## src/rtl/bus_rr_arbiter_if.sv

```systemverilog
// Host-side and device-side signal bundle of the shared bus. The arbiter takes
// the slave view; whatever drives hosts and models devices takes the master view.
interface bus_rr_arbiter_if #(
    parameter int NrHosts      = 2,
    parameter int NrDevices    = 8,
    parameter int DataWidth    = 32,
    parameter int AddressWidth = 32
);
    logic [NrHosts-1:0]                       host_req_i;
    logic [NrHosts-1:0]                       host_gnt_o;
    logic [NrHosts-1:0][AddressWidth-1:0]     host_addr_i;
    logic [NrHosts-1:0]                       host_we_i;
    logic [NrHosts-1:0][DataWidth/8-1:0]      host_be_i;
    logic [NrHosts-1:0][DataWidth-1:0]        host_wdata_i;
    logic [NrHosts-1:0]                       host_rvalid_o;
    logic [NrHosts-1:0][DataWidth-1:0]        host_rdata_o;
    logic [NrHosts-1:0]                       host_err_o;

    logic [NrDevices-1:0]                     device_req_o;
    logic [NrDevices-1:0][AddressWidth-1:0]   device_addr_o;
    logic [NrDevices-1:0]                     device_we_o;
    logic [NrDevices-1:0][DataWidth/8-1:0]    device_be_o;
    logic [NrDevices-1:0][DataWidth-1:0]      device_wdata_o;
    logic [NrDevices-1:0]                     device_rvalid_i;
    logic [NrDevices-1:0][DataWidth-1:0]      device_rdata_i;
    logic [NrDevices-1:0]                     device_err_i;

    logic [NrDevices-1:0][AddressWidth-1:0]   cfg_device_addr_base;
    logic [NrDevices-1:0][AddressWidth-1:0]   cfg_device_addr_mask;

    modport slave (
        input  host_req_i, host_addr_i, host_we_i, host_be_i, host_wdata_i,
        output host_gnt_o, host_rvalid_o, host_rdata_o, host_err_o,
        output device_req_o, device_addr_o, device_we_o, device_be_o, device_wdata_o,
        input  device_rvalid_i, device_rdata_i, device_err_i,
        input  cfg_device_addr_base, cfg_device_addr_mask
    );

    modport master (
        output host_req_i, host_addr_i, host_we_i, host_be_i, host_wdata_i,
        input  host_gnt_o, host_rvalid_o, host_rdata_o, host_err_o,
        input  device_req_o, device_addr_o, device_we_o, device_be_o, device_wdata_o,
        output device_rvalid_i, device_rdata_i, device_err_i,
        output cfg_device_addr_base, cfg_device_addr_mask
    );
endinterface

```

## src/rtl/bus_rr_arbiter.sv

```systemverilog
// N-host x M-device bus: round-robin arbitration, address decode, and an
// in-order response tracker allowing several transactions in flight.
module bus_rr_arbiter #(
    parameter int NrHosts        = 2,
    parameter int NrDevices      = 8,
    parameter int DataWidth      = 32,
    parameter int AddressWidth   = 32,
    parameter int MaxOutstanding = 2
) (
    input  logic             clk_i,
    input  logic             rst_ni,
    bus_rr_arbiter_if.slave  bus
);
    localparam int HostW = (NrHosts > 1) ? $clog2(NrHosts) : 1;
    localparam int DevW  = (NrDevices > 1) ? $clog2(NrDevices) : 1;
    localparam int TgtW  = $clog2(NrDevices + 1);
    localparam int PtrW  = (MaxOutstanding > 1) ? $clog2(MaxOutstanding) : 1;
    localparam int CntW  = $clog2(MaxOutstanding + 1);
    localparam logic [TgtW-1:0] TgtDerr = TgtW'(NrDevices);

    logic [HostW-1:0] rr_ptr_q, rr_ptr_d;
    logic [TgtW-1:0]  last_tgt_q, last_tgt_d;
    logic [CntW-1:0]  count_q, count_d;
    logic [PtrW-1:0]  wr_ptr_q, wr_ptr_d, rd_ptr_q, rd_ptr_d;
    logic [HostW-1:0] fifo_host_q [MaxOutstanding];
    logic [HostW-1:0] fifo_host_d [MaxOutstanding];
    logic [TgtW-1:0]  fifo_tgt_q  [MaxOutstanding];
    logic [TgtW-1:0]  fifo_tgt_d  [MaxOutstanding];

    logic                    win_valid;
    logic [HostW-1:0]        win_idx;
    logic [HostW-1:0]        scan;
    logic [AddressWidth-1:0] win_addr;
    logic [TgtW-1:0]         win_tgt;
    logic                    win_derr;
    logic                    gnt;
    logic [HostW-1:0]        head_host;
    logic [TgtW-1:0]         head_tgt;
    logic                    head_valid, head_derr, pop;
    logic [NrDevices-1:0]    expected_rvalid;
    logic                    spurious_rvalid;

    function automatic logic [PtrW-1:0] ptr_inc(input logic [PtrW-1:0] p);
        return (p == PtrW'(MaxOutstanding - 1)) ? '0 : p + 1'b1;
    endfunction

    always_comb begin
        win_valid = 1'b0;
        win_idx   = '0;
        scan      = '0;
        for (int i = 1; i <= NrHosts; i++) begin
            scan = HostW'((int'(rr_ptr_q) + i) % NrHosts);
            if (!win_valid && bus.host_req_i[scan]) begin
                win_valid = 1'b1;
                win_idx   = scan;
            end
        end
    end

    // Descending scan so the lowest hitting device index is the one that sticks.
    always_comb begin
        win_addr = bus.host_addr_i[win_idx];
        win_tgt  = TgtDerr;
        for (int d = NrDevices - 1; d >= 0; d--) begin
            if ((win_addr & bus.cfg_device_addr_mask[d]) == bus.cfg_device_addr_base[d]) begin
                win_tgt = TgtW'(d);
            end
        end
    end

    // A slot freed by a same-cycle pop is not reused, and a target switch waits
    // for the tracker to drain so responses can never overtake each other.
    assign win_derr = (win_tgt == TgtDerr);
    assign gnt = rst_ni && win_valid && (count_q != CntW'(MaxOutstanding)) &&
                 !((count_q != '0) && (win_tgt != last_tgt_q));

    always_comb begin
        bus.host_gnt_o     = '0;
        bus.device_req_o   = '0;
        bus.device_addr_o  = '0;
        bus.device_we_o    = '0;
        bus.device_be_o    = '0;
        bus.device_wdata_o = '0;
        if (gnt) begin
            bus.host_gnt_o[win_idx] = 1'b1;
            if (!win_derr) begin
                bus.device_req_o[win_tgt[DevW-1:0]]   = 1'b1;
                bus.device_addr_o[win_tgt[DevW-1:0]]  = win_addr;
                bus.device_we_o[win_tgt[DevW-1:0]]    = bus.host_we_i[win_idx];
                bus.device_be_o[win_tgt[DevW-1:0]]    = bus.host_be_i[win_idx];
                bus.device_wdata_o[win_tgt[DevW-1:0]] = bus.host_wdata_i[win_idx];
            end
        end
    end

    assign head_host  = fifo_host_q[rd_ptr_q];
    assign head_tgt   = fifo_tgt_q[rd_ptr_q];
    assign head_valid = rst_ni && (count_q != '0);
    assign head_derr  = (head_tgt == TgtDerr);
    assign pop        = head_valid && (head_derr || bus.device_rvalid_i[head_tgt[DevW-1:0]]);

    always_comb begin
        bus.host_rvalid_o = '0;
        bus.host_rdata_o  = '0;
        bus.host_err_o    = '0;
        if (pop) begin
            bus.host_rvalid_o[head_host] = 1'b1;
            if (head_derr) begin
                bus.host_err_o[head_host] = 1'b1;
            end else begin
                bus.host_rdata_o[head_host] = bus.device_rdata_i[head_tgt[DevW-1:0]];
                bus.host_err_o[head_host]   = bus.device_err_i[head_tgt[DevW-1:0]];
            end
        end
    end

    // Any device response not owed by the head entry is a protocol violation.
    assign expected_rvalid = (head_valid && !head_derr) ?
                             (NrDevices'(1) << head_tgt[DevW-1:0]) : '0;
    assign spurious_rvalid = rst_ni && |(bus.device_rvalid_i & ~expected_rvalid);

    always_comb begin
        rr_ptr_d   = rr_ptr_q;
        last_tgt_d = last_tgt_q;
        wr_ptr_d   = wr_ptr_q;
        rd_ptr_d   = rd_ptr_q;
        count_d    = count_q;
        fifo_host_d = fifo_host_q;
        fifo_tgt_d  = fifo_tgt_q;
        if (gnt) begin
            fifo_host_d[wr_ptr_q] = win_idx;
            fifo_tgt_d[wr_ptr_q]  = win_tgt;
            wr_ptr_d   = ptr_inc(wr_ptr_q);
            last_tgt_d = win_tgt;
            rr_ptr_d   = win_idx;
        end
        if (pop) begin
            rd_ptr_d = ptr_inc(rd_ptr_q);
        end
        case ({gnt, pop})
            2'b10:   count_d = count_q + 1'b1;
            2'b01:   count_d = count_q - 1'b1;
            default: count_d = count_q;
        endcase
    end

    always_ff @(posedge clk_i or negedge rst_ni) begin
        if (!rst_ni) begin
            rr_ptr_q   <= HostW'(NrHosts - 1);
            last_tgt_q <= '0;
            count_q    <= '0;
            wr_ptr_q   <= '0;
            rd_ptr_q   <= '0;
            for (int k = 0; k < MaxOutstanding; k++) begin
                fifo_host_q[k] <= '0;
                fifo_tgt_q[k]  <= '0;
            end
        end else begin
            rr_ptr_q    <= rr_ptr_d;
            last_tgt_q  <= last_tgt_d;
            count_q     <= count_d;
            wr_ptr_q    <= wr_ptr_d;
            rd_ptr_q    <= rd_ptr_d;
            fifo_host_q <= fifo_host_d;
            fifo_tgt_q  <= fifo_tgt_d;
        end
    end
endmodule

```

## src/flat_wrapper.sv

```systemverilog
// flat-port wrapper written by rule: the top's interface ports become plain ports
module bus_rr_arbiter_flat 
#(
    parameter int NrHosts        = 2,
    parameter int NrDevices      = 8,
    parameter int DataWidth      = 32,
    parameter int AddressWidth   = 32,
    parameter int MaxOutstanding = 2
)
  (clk_i, rst_ni, bus_host_req_i, bus_host_addr_i, bus_host_we_i, bus_host_be_i, bus_host_wdata_i, bus_host_gnt_o, bus_host_rvalid_o, bus_host_rdata_o, bus_host_err_o, bus_device_req_o, bus_device_addr_o, bus_device_we_o, bus_device_be_o, bus_device_wdata_o, bus_device_rvalid_i, bus_device_rdata_i, bus_device_err_i, bus_cfg_device_addr_base, bus_cfg_device_addr_mask);
  bus_rr_arbiter_if #(.NrHosts(NrHosts), .NrDevices(NrDevices), .DataWidth(DataWidth), .AddressWidth(AddressWidth)) bus_i ();
  input  logic clk_i;
  input  logic rst_ni;
  input wire logic [$bits(bus_i.host_req_i)-1:0] bus_host_req_i;
  input wire logic [$bits(bus_i.host_addr_i)-1:0] bus_host_addr_i;
  input wire logic [$bits(bus_i.host_we_i)-1:0] bus_host_we_i;
  input wire logic [$bits(bus_i.host_be_i)-1:0] bus_host_be_i;
  input wire logic [$bits(bus_i.host_wdata_i)-1:0] bus_host_wdata_i;
  output wire logic [$bits(bus_i.host_gnt_o)-1:0] bus_host_gnt_o;
  output wire logic [$bits(bus_i.host_rvalid_o)-1:0] bus_host_rvalid_o;
  output wire logic [$bits(bus_i.host_rdata_o)-1:0] bus_host_rdata_o;
  output wire logic [$bits(bus_i.host_err_o)-1:0] bus_host_err_o;
  output wire logic [$bits(bus_i.device_req_o)-1:0] bus_device_req_o;
  output wire logic [$bits(bus_i.device_addr_o)-1:0] bus_device_addr_o;
  output wire logic [$bits(bus_i.device_we_o)-1:0] bus_device_we_o;
  output wire logic [$bits(bus_i.device_be_o)-1:0] bus_device_be_o;
  output wire logic [$bits(bus_i.device_wdata_o)-1:0] bus_device_wdata_o;
  input wire logic [$bits(bus_i.device_rvalid_i)-1:0] bus_device_rvalid_i;
  input wire logic [$bits(bus_i.device_rdata_i)-1:0] bus_device_rdata_i;
  input wire logic [$bits(bus_i.device_err_i)-1:0] bus_device_err_i;
  input wire logic [$bits(bus_i.cfg_device_addr_base)-1:0] bus_cfg_device_addr_base;
  input wire logic [$bits(bus_i.cfg_device_addr_mask)-1:0] bus_cfg_device_addr_mask;
  assign bus_i.host_req_i = bus_host_req_i;
  assign bus_i.host_addr_i = bus_host_addr_i;
  assign bus_i.host_we_i = bus_host_we_i;
  assign bus_i.host_be_i = bus_host_be_i;
  assign bus_i.host_wdata_i = bus_host_wdata_i;
  assign bus_host_gnt_o = bus_i.host_gnt_o;
  assign bus_host_rvalid_o = bus_i.host_rvalid_o;
  assign bus_host_rdata_o = bus_i.host_rdata_o;
  assign bus_host_err_o = bus_i.host_err_o;
  assign bus_device_req_o = bus_i.device_req_o;
  assign bus_device_addr_o = bus_i.device_addr_o;
  assign bus_device_we_o = bus_i.device_we_o;
  assign bus_device_be_o = bus_i.device_be_o;
  assign bus_device_wdata_o = bus_i.device_wdata_o;
  assign bus_i.device_rvalid_i = bus_device_rvalid_i;
  assign bus_i.device_rdata_i = bus_device_rdata_i;
  assign bus_i.device_err_i = bus_device_err_i;
  assign bus_i.cfg_device_addr_base = bus_cfg_device_addr_base;
  assign bus_i.cfg_device_addr_mask = bus_cfg_device_addr_mask;
  bus_rr_arbiter #(.NrHosts(NrHosts), .NrDevices(NrDevices), .DataWidth(DataWidth), .AddressWidth(AddressWidth), .MaxOutstanding(MaxOutstanding)) u_core (.clk_i(clk_i), .rst_ni(rst_ni), .bus(bus_i));
endmodule
```

## config.mk

```make
export PLATFORM = sky130hd
export DESIGN_NAME = bus_rr_arbiter_flat
export DESIGN_NICKNAME = d
export VERILOG_FILES = /design/src/rtl/bus_rr_arbiter_if.sv /design/src/rtl/bus_rr_arbiter.sv /design/src/flat_wrapper.sv
export SDC_FILE = /design/constraint.sdc
export NUM_CORES = 1
export LEC_CHECK = 0
export CORE_AREA = 10 10 591 593
export CTS_CLUSTER_DIAMETER = 50
export DETAILED_ROUTE_END_ITERATION = 8
export DIE_AREA = 0 0 601 603
export SYNTH_ARGS = -nofsm -noshare
export SYNTH_HDL_FRONTEND = slang
export SYNTH_SLANG_ARGS = --single-unit
```

## constraint.sdc

```tcl
create_clock -name clk_i -period 10.42 [get_ports clk_i]
set_clock_uncertainty 0.05 [all_clocks]
set_input_delay 1.042 -clock clk_i [delete_from_list [all_inputs] [get_ports clk_i]]
set_output_delay 1.042 -clock clk_i [all_outputs]
set_load 0.005 [all_outputs]
```

Yosys cells after proc, flatten, opt, wreduce, memory -nomap -nowiden. Index checks and enable logic that the tools add are counted.

Logic and storage cells: 146. Bits of input ports: 926. Bits in registers: 19.

Order comparisons: 12. Mux-type cells: 73. Reductions and logical operators: 16. Add/sub/neg operators: 6. Equal/unequal tests: 14. Bitwise operators: 16.

Operator list (count): $mux W256 (4); $and A256 B256 Y256 (2); $and A32 B32 Y32 (9); $mux W32 (9); $eq A32 B32 Y1 (8); $mux W64 (2); $bmux W32 S3 (1); $demux W32 S3 (1); $and A64 B64 Y64 (1); $mux W4 (15); $demux W32 S1 (1); $mux W8 (4); $mux W1 (21); $demux W4 S3 (1); $logic_and A1 B1 Y1 (11); $and A8 B8 Y8 (1); $bwmux W8 (1); $eq A4 B4 Y1 const B (2); $lt A1 B2 Y1 const B (4); $lt A3 B4 Y1 const B (2); $mux W2 (4); $bmux W1 S3 (2); $add A1 B1 Y1 const B (4); $demux W4 S1 (1); other kinds (19) (26).

Longest topological paths before layout. Gate-level depths: netlist (run 1).

Word-level depth: 26. Mapped depth: 21. Depth with buffers taken out: 15.

Worst setup path before layout (run 1). OpenSTA, ideal clock, no wires.

Path kind: input to output. Start point: input port bus_host_req_i[1]. End point: output port bus_device_wdata_o[0]. Arrival time: 4.636 ns. Required time: 9.328 ns. Cell stages on the path: 17. Slack: 4.692 ns. Buffers on the path: 5. Path through: a21boi_2 > buf_6 > buf_6 > mux2i_1 > buf_2 > o21bai_1 > a2111o_1 > nor4_1 > and2_1 > o21ai_0 > or2_1 > a311o_1 > o41a_1 > or3_1 > buf_2 > buf_2 > nor2_1.

Longest elaborated chain between the ends: 25. Elaborated cells on any way between the ends: 53. Classes of those cells: order compare: 2; eq/ne: 10; mux: 24; bitwise: 9; reduce/logical: 8.

Ends and longest elaborated chain: start, declared (line flat_wrapper.sv:14) `input wire logic [$bits(bus_i.host_req_i)-1:0] bus_host_req_i;`; $mux W1 (not written as such) (2 in a row) (line bus_rr_arbiter.sv:53) `if (!win_valid && bus.host_req_i[scan]) begin`; $mux W1 (line bus_rr_arbiter.sv:53); $logic_not A1 Y1 (line bus_rr_arbiter.sv:53); $logic_and A1 B1 Y1 (line bus_rr_arbiter.sv:53); $mux W1 (line bus_rr_arbiter.sv:53); $mux W32 (not written as such) (2 in a row) (line bus_rr_arbiter.sv:62) `win_addr = bus.host_addr_i[win_idx];`; $and A32 B32 Y32 (line bus_rr_arbiter.sv:65) `if ((win_addr & bus.cfg_device_addr_mask[d]) == bus.cfg_device_addr_base[d]) begin`; $eq A32 B32 Y1 (line bus_rr_arbiter.sv:65); $mux W4 (8 in a row) (line bus_rr_arbiter.sv:65); $lt A3 B4 Y1 (not written as such) or $ge A3 B1 Y1 (tied branches) (line bus_rr_arbiter.sv:91) `bus.device_wdata_o[win_tgt[DevW-1:0]] = bus.host_wdata_i[win_idx];`; $logic_and A1 B1 Y1 (not written as such) (line bus_rr_arbiter.sv:91); $mux W32 (not written as such) (line bus_rr_arbiter.sv:91); $demux W32 S3; $and A256 B256 Y256 (no line); $mux W256 (line bus_rr_arbiter.sv:86) `if (!win_derr) begin`; $mux W256 * (line bus_rr_arbiter.sv:84) `if (gnt) begin`; end, declared (line flat_wrapper.sv:27) `output wire logic [$bits(bus_i.device_wdata_o)-1:0] bus_device_wdata_o;`.

Every way passes the cells marked *; elsewhere a longest branch is shown, timed or not. The select of a mux whose other input is x is not followed.

Worst setup path in the final report (run 1).
Start point: input port bus_host_req_i[1]. End point: output port bus_device_wdata_o[29].

The elaborated chain is that of the path after synthesis.

==> results of run 1 <==
==> sequential cells by signal, summed over array words and instances (netlist names) <==
name / count
u_core.rr_ptr_q: 1
u_core.fifo_host_q: 2
u_core.rd_ptr_q: 1
u_core.count_q: 2
u_core.wr_ptr_q: 1
u_core.fifo_tgt_q: 8
u_core.last_tgt_q: 4
==> worst max-delay path, cell delays in order <==
cell and delay [ns]:
clkdlybuf4s50_1 0.54, a21boi_4 0.52, buf_12 0.26, buf_12 0.27, mux2_2 0.51, a21oi_1 0.20
o2111ai_1 0.46, nor4_1 1.07, and2_1 0.27, o21ai_0 0.10, or2_1 0.25, a311o_1 0.39
o41a_1 0.53, or3_4 0.61, buf_12 0.29, nor2_1 0.20, clkdlybuf4s50_1 0.54
==> per-layer routing <==
layer | GRT usage, % | share of wire (%) | wire length (um) | vias up
met4 | 3.88 | 3.1 | 8790 | 112
met2 | 29.3 | 56 | 157000 | 1877
met1 | 14.3 | 33 | 92600 | 12300
li1 | - | - | - | 11400
met3 | 4.47 | 8.4 | 23700 | 541
met5 | 0 | 0.26 | 746 | -
==> how the worst min path moves through the flow <==
stage	from	end	slack, ns	depth (start not counted)
final	u_core.count_q[1]	u_core.count_q[1]	0.45	1
after global placement	u_core.count_q[1]	u_core.count_q[1]	0.43	1
after detailed placement	u_core.count_q[1]	u_core.count_q[1]	0.44	1
after floorplan	u_core.count_q[1]	u_core.count_q[1]	0.41	1
after global routing	u_core.count_q[1]	u_core.count_q[1]	0.48	1
after CTS	u_core.count_q[1]	u_core.count_q[1]	0.45	1
==> per-stage QoR <==
stage / setup slack [ns] / hold WS [ns] / instances / total power [W] / util (%)
after global routing: 0.700 / 0.479 / 8549 / 0.00227 / 10.7
after floorplan: 4.69 / 0.406 / 2467 / 0.000780 / -
after detailed placement: 0.976 / 0.437 / 8504 / 0.00213 / 10.7
after CTS: 0.943 / 0.449 / 8508 / 0.00222 / 10.7
final: 1.06 / 0.447 / 8575 / 0.00216 / 10.8
after global placement: 0.992 / 0.435 / 8503 / 0.00212 / 10.7
==> area by class of cell <==
class	count	area, um2	share of cell area, %
Multi-Input combinational cell	2223	13100	36.1
Sequential cell	19	477	1.31
Tap cell	4536	5680	15.6
Antenna cell	67	168	0.461
Timing Repair Buffer	1682	16700	45.8
Inverter	44	165	0.454
Clock buffer	3	75.1	0.206
Clock inverter	1	5.00	0.0138
==> logic make-up (layout without fill, tap and decap cells) <==
| group | count (synthesis) | count (layout) | share of synthesized area [%] |
|---|---|---|---|
| xor+xnor | 175 | 175 | 11.0 |
| flops | 19 | 19 | 3.42 |
| compound gates | 261 | 261 | 13.4 |
| buf+inv | 225 | 1730 | 7.21 |
| simple gates | 1530 | 1530 | 46.3 |
| other cells | 0 | 67 | 0 |
| fa+ha+maj | 1 | 1 | 0.0897 |
| mux | 256 | 256 | 18.5 |
==> cell usage in the layout, fill, tap and decap left out, types with 5 or more instances in the layout <==
master	instances
a2111o_1	9
a2111oi_0	9
a21o_1	5
a21oi_1	47
a311oi_1	35
a31oi_1	33
and2_1	38
and3_1	115
buf_12	12
buf_4	117
clkdlybuf4s50_1	1552
dfrtp_1	18
diode_2	67
inv_1	44
mux2_2	15
mux2i_1	182
mux2i_2	21
mux2i_4	36
nand2_1	626
nand3_1	74
nand3b_1	15
nand4_1	13
nor2_1	595
nor3_1	5
nor4_1	5
nor4_2	7
nor4b_1	5
o2111ai_1	38
o21ai_0	42
o21bai_1	15
o31ai_1	7
or3_1	14
xnor2_1	121
xor2_1	54
==> power groups by stage <==
stage | combinational (W) | sequential (W) | clock, W
floorplan | 0.000675 | 0.000105 | 0
global placement | 0.00199 | 0.000131 | 0
detailed placement | 0.00200 | 0.000132 | 0
CTS | 0.00201 | 0.000131 | 0.0000811
global route | 0.00205 | 0.000134 | 0.0000848
finish | 0.00195 | 0.000128 | 0.0000806
==> results by stage, run 1 <==
Timing:
- The final-report hold violation count was 0.
- Setup repair after global routing left no endpoint under its margin.
- Setup violations remaining at the end of the flow were counted as 0.
- For the pin with the worst max-slew slack, the measured transition is 1.31 ns.
- Static timing analysis puts the maximum clock frequency at 0.107 GHz.
- For the final routed database, the setup TNS stands at 0 ns.
- The worst relative slew slack is 10.8%.
- The final number of max-transition violations is 0.
- In the finished design, the share of the clock period the worst path needs comes to 89.8%.
- Subtracting the final worst setup slack from the clock period gives 9.36 ns.

Synth:
- The flip-flop and latch count after synthesis is 19.
- The biggest area consumer among synthesized cells is mux2i_1.
- The number of warnings printed during yosys synthesis is 0.
- Yosys attributes the largest share of cell area to mux2i_1, nand2_1, nor2_1.
- The fraction of synthesized cell area taken by the top area cell type is 17.1%.
- Counting flops with a built-in enable in the synthesized netlist gives 0.
- For this run, the register share of the synthesized area comes to 3.42%.
- The commonest cells after synthesis are nand2_1, nor2_1, mux2i_1.
- In the synthesized netlist the async set-or-reset flop fraction comes to 100%.
- The number of unique standard cell types used by synthesis is 57.
- The most instantiated library cell after synthesis is nand2_1.
- The synthesized netlist net count is 3394.
- In the synthesized netlist the dominant register cell turns out to be dfrtp_1.
- Synthesis produced a netlist whose cell count is 2467.
- Dividing the synthesized area by the synthesized cell count gives 5.65 um2.
- The area of the mapped netlist is 0.0139 mm2.

Global route:
- The global-route usage over all layers is 14.6%.
- The number of antenna violations at the first check in global routing is 247.
- The total global routing overflow is 0.
- The first global-routing pass estimated 335 mm of wire.
- The maximum number of pins on one net before global-route repair is 71.
- The number of global-route vias before repair came to 24500.

Power:
- In this run, the combinational gates consume 90.3% of the power.
- The analysis attributes to cell leakage a power of 12.6 nW.
- The switching share of power is 57.0%.
- The peak supply drop is 0.0624 mV.
- The clock network burns 3.7% of the power.
- For this design the total switching power over the nets is 0.00123 W.
- The cell internal power dissipation is 0.000927 W.
- The areal power density over the cells is 59.3 mW/mm2.
- The share of total power dissipated in sequential elements is 6.0%.

Worst setup path:
- The end point of the critical path is bus_device_wdata_o[29].
- The terminus of the critical flop-to-flop path is u_core.count_q[1].
- STA classifies the critical path endpoint as an output port.
- The worst flop-to-flop path startpoint is u_core.rr_ptr_q.
- The worst setup path is launched from an input pin.
- The internal reg-to-reg setup slack is 3.90 ns.
- The worst setup path is of the input pin to output port kind.
- The startpoint of the worst setup timing path is bus_host_req_i[1].
- The number of cell instances on the worst register-to-register path is 18.
- STA puts the critical path data required time at 9.33 ns.
- The largest driver fanout on the critical path is 48.
- Data arrives at the worst endpoint at 8.26 ns.

Final layout:
- The area growth from synthesis to layout is 161%.
- The summed area of non-filler cells in the final layout is 0.0364 mm2.
- The number of nets in the finished design is 4900.
- The count of filler cells inserted in the layout is 39400.
- The fraction of layout cells with a size suffix above 1 is 5.82%.

Clock tree:
- No sink is reached through more buffers than the 2 on the longest clock path.
- After clock tree synthesis, the flow added hold-fix buffers numbering 0.
- TritonCTS built the clock tree.
- The cell at the root of the clock tree is clkbuf_16.
- The number of buffers inserted during clock tree synthesis is 3.
- The total setup buffers inserted after CTS is 0.
- CTS built an H-tree with a depth of 1.
- Clock tree synthesis found a total of 19 sinks.
- Gates resized during post-CTS repair numbered 0.
- The latest clock arrival within the worst-skew pair is 0.26 ns.
- After clock tree synthesis, the clock-pin slew on the worst setup and hold paths is 0.06 ns.

Flow run:
- The tool flagged a number of max-cap violations equal to 0.

Detailed routing:
- Before antenna repair, the detailed router went through 6 iterations.
- For this block, the routed nets add up to 283 mm of wire.
- Across all layers, the routed design uses 26200 vias.
- In the routed design, unresolved DRC markers number 0.
- The detail route stage leaves a number of antenna-violating nets equal to 0.
- In the routed layout, each cell is associated on average with a via count of 3.06.
- The number of violations reported at the end of detailed-routing iteration 0 is 2756.
- The average wire per cell in the routed design is 33.0 um.

Die:
- The vertical die dimension is 603 um.
- Measured along the x axis, the die boundary spans 601 um.
- The total area inside the core boundary comes to 0.338 mm2.
- Pin placement for this block handled 1556 I/O pins.
- The starting density of the core is 4.13%.
- The die covers 0.362 mm2.
- The number of cell rows is 214.

Hold path:
- The class of the most critical hold timing path is flip-flop to flip-flop.

Placement:
- The placed wire-length estimate is 256 mm.
- The final weighted congestion in routability-driven placement is 0.904.
- Once placement finished, the instance area stood at 0.0361 mm2.
- The number of buffers added on ports is 1555.

Run status:
- The flow ran to the end, and the final reports show no timing, DRC or antenna violations.
No activity file was read; power rests on OpenSTA's default activity.
==> run 2, diff against run 1 <==
- clock period: 10.42 -> 8.1 ns (I/O delays scaled with it)
==> results by stage, run 2 (synthesis gave the netlist of run 1 again) <==
Placement:
- The number of buffers added on ports came to 1555 (unchanged).
- The instance area at placement is 0.0366 mm2 (was 0.0361 mm2).
- The final weighted congestion in routability-driven placement is 0.901 (was 0.904).
- The number of placed cells counting well taps is 8552 (was 8504).
- The placed wire-length estimate is 257 mm (was 256 mm).

Die:
- The top-level port count came to 1556 (unchanged).
- The vertical die dimension is 603 um (unchanged).
- The area of the die is 0.362 mm2 (unchanged).
- The width of the die came to 601 um (unchanged).
- The starting density of the core was 4.13% (unchanged).
- The number of cell rows is 214 (unchanged).
- The area inside the core boundary is 0.338 mm2 (unchanged).

Timing:
- The final-report hold violation count is 0 (unchanged).
- The setup-violating endpoint count in the final report is 0 (unchanged).
- The worst path uses 97.3% of the clock period.
- The worst relative slew slack is 17.8% (was 10.8%).
- The final number of max-transition violations is 0 (unchanged).
- The maximum clock frequency is 0.127 GHz.
- The final setup TNS is 0 ns (unchanged).
- Counting I/O delays and the setup requirement, the final critical path takes 7.89 ns.
- RSZ-0062 raised after global routing: false (unchanged).
- The worst-margin pin slew is 1.21 ns (was 1.31 ns).

Final layout:
- The summed area of non-filler cells in the final layout came to 0.0368 mm2 (was 0.0364 mm2).
- The largest register by flop count is u_core.fifo_tgt_q (unchanged).
- The area taken by multi-input logic gates was 0.0131 mm2 (about the same).
- Registers with the most flip-flops: u_core.fifo_tgt_q (8), u_core.last_tgt_q (4) (unchanged).
- Commonest cells after routing, fill and taps aside: clkdlybuf4s50_1, nand2_1, nor2_1 (unchanged).
- The number of nets in the finished design was 4948 (was 4900).
- The most frequent standard cell in the layout excluding fill and tap cells is clkdlybuf4s50_1 (unchanged).
- The footprint of the flip-flops and latches is 477 um2 (unchanged).
- The count of filler cells inserted in the layout is 39400 (about the same).
- The fraction of layout cells with a size suffix above 1 is 6.99% (was 5.82%).
- The flip-flop count of the largest register, all copies and words added is 8 (unchanged).
- The area growth from synthesis to layout is 164% (was 161%).
- The final instance count without filler cells was 8602 (was 8575).

Clock tree:
- The total setup buffers inserted after CTS is 0 (unchanged).
- The H-tree depth reported by CTS was 1 (unchanged).
- The latest clock arrival within the worst-skew pair came to 0.25 ns (was 0.26 ns).
- The number of buffers inserted during clock tree synthesis is 3 (unchanged).
- The maximum buffer depth of the clock tree came to 2 (unchanged).
- The clock tree from TritonCTS is yes (unchanged).
- The sink count of the clock tree is 19 (unchanged).
- The clock-pin transition on the worst setup and hold timing paths is 0.05 ns (was 0.06 ns).
- The cell at the root of the clock tree is clkbuf_16 (unchanged).

Global route:
- The global-route usage over all layers is 14.6% (about the same).
- The number of global-route vias before repair is 24500 (about the same).
- The wire length of the first global-routing pass is 334 mm (was 335 mm).
- The maximum number of pins on one net before global-route repair is 71 (unchanged).
- The number of antenna violations at the first check in global routing is 233 (was 247).
- The total global routing overflow is 0 (unchanged).

Detailed routing:
- The DRC violations left came to 0 (unchanged).
- The final wirelength came to 282 mm (was 283 mm).
- The vias after detailed routing came to 26400 (was 26200).
- The number of detailed-route iterations in the first pass is 6 (unchanged).
- The number of vias per cell after detailed routing is 3.07 (was 3.06).
- The number of violations reported at the end of detailed-routing iteration 0 was 2853 (was 2756).
- The average wire per cell in the routed design is 32.8 um (was 33.0 um).
- The number of antenna-violating nets in the routed design came to 0 (unchanged).

Run status:
- Run status: complete, no violations (unchanged).

Flow run:
- The max-capacitance violation count is 0 (unchanged).

Hold path:
- The class of the most critical hold timing path is flip-flop to flip-flop (unchanged).

Worst setup path:
- The required time of the critical path is 7.24 ns (was 9.33 ns).
- The internal reg-to-reg setup slack is 2.31 ns (was 3.90 ns).
- The endpoint type of the worst setup path is an output port (unchanged).
- The startpoint type of the worst setup path is an input pin (unchanged).
- The largest driver fanout on the critical path is 20 (was 48).
- The classification of the worst setup path is input pin to output port (unchanged).
- The worst path arrival time came to 7.03 ns (was 8.26 ns).

Power:
- The static leakage power is 12.9 nW (was 12.6 nW).
- The post-layout total power is 0.00283 W (was 0.00216 W).
- The areal power density over the cells is 76.8 mW/mm2 (was 59.3 mW/mm2).
- The peak supply drop is 0.103 mV (was 0.0624 mV).
==> run 2: changes by cell type in the layout (fill, tap and decap cells not counted), sizes merged <==
cell	delta
diode	-21
clkinv	-1
clkdlybuf4s50	-4
clkbuf	+1
buf	+52
==> run 2: worst paths after layout <==
kind | startpoint | endpoint | cells after the start
min in group asynchronous | rst_ni | u_core.rd_ptr_q | 2
hold / removal | u_core.count_q[1] | u_core.count_q[1] | 1
max in group asynchronous | rst_ni | u_core.rr_ptr_q | 2
setup reg to reg | u_core.rr_ptr_q | u_core.count_q[1] | 19
setup / recovery | bus_host_req_i[1] | bus_device_addr_o[132] | 19
hold reg to reg | u_core.count_q[1] | u_core.count_q[1] | 1
==> run 2: what timing repair did <==
item	4_1_cts	5_1_grt
endpoints found under the setup margin	0	1
gates resized for setup	0	1
hold buffers	0	0
==> run 2: power by group <==
part	total [W]	internal [W]	switching (W)
Combinational	0.00256	0.00104	0.00152
Clock	0.000101	0.0000669	0.0000345
Sequential	0.000165	0.000123	0.0000424
==> run 2: worst max-delay path, stage by stage <==
cell and delay [ns]:
clkdlybuf4s50_1 0.57, a21boi_4 0.29, buf_12 0.22, buf_4 0.35, mux2i_1 0.63, xor2_1 0.16, a2111o_1 0.54, nor4_2 0.32
buf_4 0.22, nand2_1 0.10, nand4_1 0.14, or4b_1 0.47, o311a_1 0.17, o41ai_2 0.28, buf_4 0.17, nand3_4 0.31
buf_4 0.35, nor2_1 0.22, clkdlybuf4s50_1 0.56
==> run 2: metrics by stage <==
step / hold slack (ns) / utilization [%] / setup slack (ns)
2_1_floorplan: 0.406 / - / 2.84
3_3_place_gp: 0.425 / 10.8 / -0.334
6_report: 0.437 / 10.9 / 0.215
4_1_cts: 0.438 / 10.9 / 0.142
3_5_place_dp: 0.431 / 10.8 / 0.158
5_1_grt: 0.464 / 10.9 / 0.00902
==> run 2: final cells by class <==
type | count | area share [%]
inverters | 44 | 0.449
multi-input cells | 2223 | 35.7
repair buffers | 1730 | 46.6
clock buffers | 4 | 0.214
flip-flops and latches | 19 | 1.30
diodes | 46 | 0.313
well taps | 4536 | 15.4
==> run 2: per-layer routing <==
| layer | wire length, um | up-vias | track usage, % |
|---|---|---|---|
| met1 | 94300 | 12500 | 14.6 |
| li1 | - | 11500 | - |
| met2 | 158000 | 1884 | 29.8 |
| met5 | 681 | - | 0 |
| met4 | 6450 | 102 | 2.50 |
| met3 | 22300 | 508 | 4.08 |
==> run 3, diff against run 2 <==
- CTS_CLUSTER_DIAMETER: 50 -> 120
==> results of run 3 <==
Final layout, timing and power as in run 2 (identical DEF).
